<file path="config.mk">
export PLATFORM = sky130hd
export DESIGN_NAME = cache_exerciser
export DESIGN_NICKNAME = d
export VERILOG_FILES = /design/src/rtl/cache_exerciser.sv
export SDC_FILE = /design/constraint.sdc
export NUM_CORES = 1
export LEC_CHECK = 0
export BUFFER_PORTS_ARGS = -buffer_cell sky130_fd_sc_hd__buf_4
export CORE_UTILIZATION = 50
export CTS_CLUSTER_SIZE = 40
export DETAILED_ROUTE_END_ITERATION = 6
export GPL_TIMING_DRIVEN = 0
export PLACE_DENSITY = 0.78
export SLEW_MARGIN = 20
export SYNTH_ARGS = -nofsm -noshare
export SYNTH_HDL_FRONTEND = slang
export SYNTH_SLANG_ARGS = --single-unit
export TNS_END_PERCENT = 10
</file>
<file path="constraint.sdc">
create_clock -name sys_clk -period 3.02 [get_ports sys_clk]
set_input_delay 0.151 -clock sys_clk [delete_from_list [all_inputs] [get_ports sys_clk]]
set_output_delay 0.151 -clock sys_clk [all_outputs]
set_load 0.02 [all_outputs]
</file>
<file path="src/rtl/cache_exerciser.sv">
`default_nettype none
// ============================================================================
//  Module      : cache_exerciser
//  Description : Traffic generator and checker for the 32-bit cache front-end.
//                Sweeps an address range, writes addr ^ PATTERN_SEED (optionally
//                inverted), reads it back and verifies it. It counts mismatches
//                and read timeouts for status reporting.
//  Revision    : 1.0 - initial release
// ============================================================================
module cache_exerciser #(
    parameter logic [31:0] ADDR_START     = 32'h0000_0000,
    parameter logic [31:0] ADDR_END       = 32'h0000_00FC,
    parameter logic [31:0] STRIDE         = 32'd4,
    parameter logic [31:0] PATTERN_SEED   = 32'hA5A5_0000,
    parameter int unsigned TIMEOUT_CYCLES = 255,
    parameter int unsigned ERR_WIDTH      = 16
) (
    input  logic                 sys_clk,
    input  logic                 sys_rst_n,
    input  logic                 start,
    input  logic [1:0]           mode,
    input  logic                 invert,
    output logic [31:0]          address,
    output logic [31:0]          data_in,
    output logic [3:0]           write_enable,
    input  logic [31:0]          data_out,
    input  logic                 data_out_ready,
    input  logic                 busy,
    output logic                 running,
    output logic                 done,
    output logic [ERR_WIDTH-1:0] error_count,
    output logic [31:0]          first_err_addr,
    output logic                 timeout_seen
);

    // Timeout counter must be able to hold TIMEOUT_CYCLES itself.
    localparam int unsigned c_cnt_w = (TIMEOUT_CYCLES < 1) ? 1 : $clog2(TIMEOUT_CYCLES + 1);
    localparam logic [c_cnt_w-1:0] c_to_limit = c_cnt_w'(TIMEOUT_CYCLES);
    localparam logic [3:0] c_we_write = 4'b1111;
    localparam logic [3:0] c_we_read  = 4'b0000;

    typedef enum logic [2:0] {
        S_IDLE     = 3'd0,
        S_WR_ISSUE = 3'd1,
        S_WR_WAIT  = 3'd2,
        S_RD_ISSUE = 3'd3,
        S_RD_WAIT  = 3'd4,
        S_ADV      = 3'd5,
        S_DONE     = 3'd6
    } state_t;

    state_t               r_state, w_state;
    logic                 r_mode_both, w_mode_both;   // write phase followed by read phase
    logic                 r_phase_rd, w_phase_rd;     // current phase is the read phase
    logic                 r_invert, w_invert;
    logic [31:0]          r_addr, w_addr;
    logic [31:0]          r_data, w_data;
    logic [3:0]           r_we, w_we;
    logic                 r_running, w_running;
    logic                 r_done, w_done;
    logic [ERR_WIDTH-1:0] r_err_cnt, w_err_cnt;
    logic [31:0]          r_first_err, w_first_err;
    logic                 r_timeout, w_timeout;
    logic [c_cnt_w-1:0]   r_to_cnt, w_to_cnt;

    logic [31:0]          w_pattern;
    logic [32:0]          w_next_addr;
    logic                 w_err_event;
    logic                 w_sweep_end;

    // Next-state, datapath and error bookkeeping for the sweep sequencer.
    always_comb begin
        w_state     = r_state;
        w_mode_both = r_mode_both;
        w_phase_rd  = r_phase_rd;
        w_invert    = r_invert;
        w_addr      = r_addr;
        w_data      = r_data;
        w_we        = r_we;
        w_running   = r_running;
        w_done      = r_done;
        w_err_cnt   = r_err_cnt;
        w_first_err = r_first_err;
        w_timeout   = r_timeout;
        w_to_cnt    = r_to_cnt;
        w_err_event = 1'b0;

        w_pattern   = (r_addr ^ PATTERN_SEED) ^ {32{r_invert}};
        // 33-bit add so a sweep near the top of memory stops instead of wrapping.
        w_next_addr = {1'b0, r_addr} + {1'b0, STRIDE};
        w_sweep_end = w_next_addr[32] || (w_next_addr > {1'b0, ADDR_END});

        case (r_state)
            S_IDLE, S_DONE: begin
                if (start) begin
                    w_mode_both = mode[1];
                    w_phase_rd  = (mode == 2'd1);
                    w_invert    = invert;
                    w_err_cnt   = '0;
                    w_first_err = '0;
                    w_timeout   = 1'b0;
                    w_done      = 1'b0;
                    w_addr      = ADDR_START;
                    w_running   = 1'b1;
                    w_state     = (mode == 2'd1) ? S_RD_ISSUE : S_WR_ISSUE;
                end
            end
            S_WR_ISSUE: begin
                if (!busy) begin
                    w_data  = w_pattern;
                    w_we    = c_we_write;
                    w_state = S_WR_WAIT;
                end
            end
            S_WR_WAIT: begin
                // Byte enables are only ever high for the first cycle here.
                w_we = c_we_read;
                if (!busy) begin
                    w_state = S_ADV;
                end
            end
            S_RD_ISSUE: begin
                if (!busy) begin
                    w_we     = c_we_read;
                    w_to_cnt = '0;
                    w_state  = S_RD_WAIT;
                end
            end
            S_RD_WAIT: begin
                if (data_out_ready) begin
                    w_err_event = (data_out != w_pattern);
                    w_state     = S_ADV;
                end else if (r_to_cnt == c_to_limit) begin
                    w_timeout   = 1'b1;
                    w_err_event = 1'b1;
                    w_state     = S_ADV;
                end else begin
                    w_to_cnt = r_to_cnt + 1'b1;
                end
            end
            S_ADV: begin
                if (w_sweep_end) begin
                    if (!r_phase_rd && r_mode_both) begin
                        w_addr     = ADDR_START;
                        w_phase_rd = 1'b1;
                        w_state    = S_RD_ISSUE;
                    end else begin
                        w_running = 1'b0;
                        w_done    = 1'b1;
                        w_state   = S_DONE;
                    end
                end else begin
                    w_addr  = w_next_addr[31:0];
                    w_state = r_phase_rd ? S_RD_ISSUE : S_WR_ISSUE;
                end
            end
            default: begin
                w_state = S_IDLE;
            end
        endcase

        // Only the first error of a sweep records its address; the count saturates.
        if (w_err_event) begin
            if (r_err_cnt == '0) begin
                w_first_err = r_addr;
            end
            if (r_err_cnt != '1) begin
                w_err_cnt = r_err_cnt + 1'b1;
            end
        end
    end

    // State and datapath registers; reset aborts any sweep immediately.
    always_ff @(posedge sys_clk or negedge sys_rst_n) begin
        if (!sys_rst_n) begin
            r_state     <= S_IDLE;
            r_mode_both <= 1'b0;
            r_phase_rd  <= 1'b0;
            r_invert    <= 1'b0;
            r_addr      <= '0;
            r_data      <= '0;
            r_we        <= c_we_read;
            r_running   <= 1'b0;
            r_done      <= 1'b0;
            r_err_cnt   <= '0;
            r_first_err <= '0;
            r_timeout   <= 1'b0;
            r_to_cnt    <= '0;
        end else begin
            r_state     <= w_state;
            r_mode_both <= w_mode_both;
            r_phase_rd  <= w_phase_rd;
            r_invert    <= w_invert;
            r_addr      <= w_addr;
            r_data      <= w_data;
            r_we        <= w_we;
            r_running   <= w_running;
            r_done      <= w_done;
            r_err_cnt   <= w_err_cnt;
            r_first_err <= w_first_err;
            r_timeout   <= w_timeout;
            r_to_cnt    <= w_to_cnt;
        end
    end

    assign address        = r_addr;
    assign data_in        = r_data;
    assign write_enable   = r_we;
    assign running        = r_running;
    assign done           = r_done;
    assign error_count    = r_err_cnt;
    assign first_err_addr = r_first_err;
    assign timeout_seen   = r_timeout;

endmodule
`default_nettype wire

</file>
==> results by group <==
Synthesis
  • Number of synthesized flops with an enable pin: 0
  • Synth cell types: 67
  • Area fraction of the dominant cell type after synthesis: 0.4492
  • Syn_area_per_cell: 9.235 um^2
  • Ranking of synthesized cells by area: dfrtp_1 (45%), mux2i_1 (6.5%), nand2_1 (6.2%)
  • Synthesized flop and latch total: 127
  • Mapped Cells: 766
  • Synth warnings: 0
  • Synth area leader: dfrtp_1
  • Fraction of registers with async set/reset: 1.000
  • Most used DFF post-synth: dfrtp_1
  • Mapped Area: 0.007074 mm^2
  • Sequential fraction of the synthesis area: 0.4492

STA
  • Fin. Hold Viols: 0
  • Final cycle utilization of the critical path: 1.050
  • Final setup violation count: 32
  • Peak Freq: 0.3153 GHz
  • Slew headroom: 0.4088
  • Post-Route Skew: 0.008557 ns
  • Worst setup margin: -0.1512 ns
  • Setup TNS Final: -2.755 ns
  • Fin Hold WS: 0.02125 ns
  • Max-slew violations: 0
  • Least-Margin Pin Slew: 0.8787 ns
  • Post-route minimum period: 3.171 ns
  • RSZ-0062 raised after global routing: true

CTS
  • Clock Sinks: 127
  • Clock buffer count from CTS: 17
  • CTS H-Tree Depth: 4
  • CTS clk-pin slew, worst paths: 0.06 ns
  • CTS Buffer Depth: 2
  • Clock Latency Late Sink: 0.43 ns
  • Root buffer cell: clkbuf_16
  • TritonCTS clock tree: yes

Floorplan
  • I/O pin cnt: 159
  • Core area: 0.01383 mm^2
  • Die height: 120.9 um
  • Initial Util: 0.5116
  • Rows: 43
  • Die Wd: 120.9 um
  • Die area: 0.01463 mm^2

Run status
  • Failing checks: setup timing
  • Outcome: finished, violations left

Power
  • Comb power frac: 0.359
  • Psw: 2384 uW
  • Net Sw Frac: 0.3582
  • Internal: 4271 uW
  • Sequential power share: 0.328
  • Clock network fraction of total power: 0.313
  • VDD IR-drop max: 342.6 uV
  • Pwr dens: 697.6 mW/mm^2
  • Leakage: 0.004387 uW

Drt
  • Vias: 6638
  • DR vias/cell: 5.752
  • Pre-antenna DRT Iters: 7
  • DRT iter0 DRCs: 736
  • Final ANT Viol Nets: 0
  • Total wire length: 21420 um
  • Remaining DRCs: 0
  • Wire length per cell: 18.56 um

Worst hold path
  • Hold crit path type: input port to flip-flop
  • Worst Hold Depth: 2

Worst setup path
  • Register-to-Register Path Depth: 11
  • Worst-path fanout max: 5
  • Setup Crit Path Kind: flip-flop to flip-flop
  • Critical Path AT: 3.49 ns
  • Setup crit end kind: flip-flop
  • Worst Path Required: 3.34 ns
  • Setup crit start kind: flip-flop

Placement
  • Port-buffer cells: 156
  • GPL Wtd Cong: 0.9325
  • Dpl cell area: 0.008592 mm^2
  • HPWL after detailed placement: 14970 um

Cells and area
  • Nets: 1006
  • Final Cell Area: 0.009539 mm^2
  • Layout cells sized above 1: 0.3090
  • Area grow syn2layout: 34.84%
  • Antenna cells: 0

GRT
  • Largest net degree at the start of global routing: 100
  • First-pass GRT wire length: 33220 um
  • Grt ovf: 0
  • Global Route Usage Sum: 0.2983
  • Initial antenna violation count: 0
  • Vias in the first global route: 6250

Job
  • Max Cap Viol: 0
[what timing repair did]
item                       4_1_cts  5_1_grt
hold buffers                     3        0
pin swaps                        6        7
hold endpoints to repair       129        0
setup buffers                    8       11
gates cloned                     0        1
gates resized for setup         24       35
setup endpoints to repair       67       77
[routing by layer]
layer,wire [um],global-route usage,vias up
li1,-,-,3046
met1,9124,0.4123,3194
met2,9796,0.4489,345
met3,1903,0.07613,53
met4,597,0.1157,0
met5,0,0,-
[power groups by stage]
stage	Clock [uW]	Sequential (uW)	Combinational, uW
finish	2090	2180	2390
global placement	0	2210	2170
global route	2190	2210	2580
floorplan	0	2450	1120
detailed placement	0	2220	2210
CTS	2100	2180	2310
[state kept, by name, indices dropped and copies added (netlist names)]
name / flops
data_in: 31
write_enable: 1
r_state: 3
r_mode_both: 1
timeout_seen: 1
address: 30
done: 1
first_err_addr: 32
r_to_cnt: 8
error_count: 16
running: 1
r_invert: 1
r_phase_rd: 1
[final timing paths]
check / from / slack [ns] / endpoint
worst max-delay path: address[3] / -0.15 / address[22]
max in group asynchronous: sys_rst_n / 2.10 / address[30]
min in group asynchronous: sys_rst_n / 0.16 / data_in[9]
worst max register to register: address[3] / -0.15 / address[22]
worst min register to register: data_in[20] / 0.48 / data_in[20]
worst min-delay path: start / 0.02 / r_state[2]
[area by class of cell]
type / instances / area, um^2
clock inverters: 5 / 77.57
multi-input cells: 534 / 3541
clock buffers: 27 / 523.0
flip-flops and latches: 127 / 3203
fillers: 1083 / 4288
plain buffers: 62 / 431.7
inverters: 39 / 146.4
well taps: 180 / 225.2
repair buffers: 180 / 1391
[worst max-delay path: stages (launching register included)]
cell	delay [ns]
dfrtp_2	0.41
ha_4	0.17
nand3_4	0.11
or4_4	0.57
o31ai_2	0.25
nand4_1	0.13
or4_4	0.44
nor4_4	0.29
buf_6	0.17
o31ai_4	0.12
buf_2	0.21
and2_1	0.17
[per-stage QoR]
stage,utilization,total power [uW],setup WS [ns],instances
floorplan,-,3564,0.0007270,767
global placement,0.6189,4378,-0.5310,1103
detailed placement,0.6214,4430,-0.5126,1104
CTS,0.6776,6597,-0.05206,1142
global route,0.6899,6979,-0.2293,1154
finish,0.6899,6655,-0.1512,1154
[cell usage after synthesis, types with 8 or more instances]
library cell	number
o21ai_0	48
and3_1	10
nand2_1	116
nand2b_1	12
buf_2	13
mux2i_1	46
a21oi_1	8
inv_1	39
nor4_1	19
xor2_1	26
nor3_1	13
and2_1	21
buf_4	17
dfrtp_1	127
xnor2_1	35
clkbuf_1	32
nand4_1	24
nor2_1	33
or3_1	8
nand3_1	18
[cells by family after synthesis]
family,Yosys count,share of synthesized area
buf+inv,106,0.06809
mux,48,0.06827
other cells,1,0.0005301
compound gates,116,0.1093
flops,127,0.4492
xor+xnor,61,0.07552
fa+ha+maj,5,0.008843
simple gates,302,0.2202
[placed cells by master, fill, tap and decap left out, drive strengths merged, types with 4 or more instances in the layout]
cell type and n:
nand2 116, buf 213, o31ai 6, ha 5, nand4 24, o41ai 5, nand2b 12, xnor2 35
o21ai 51, o22ai 5, and2 21, and3 10, nor3 13, or4 5, o221ai 4, inv 39
nand3 21, or3 8, nor4 20, nor2b 5, nor2 33, a21oi 8, dfrtp 127, xor2 26
clkbuf 53, o211ai 4, mux2i 46
Power figures use the tool's default switching activity.
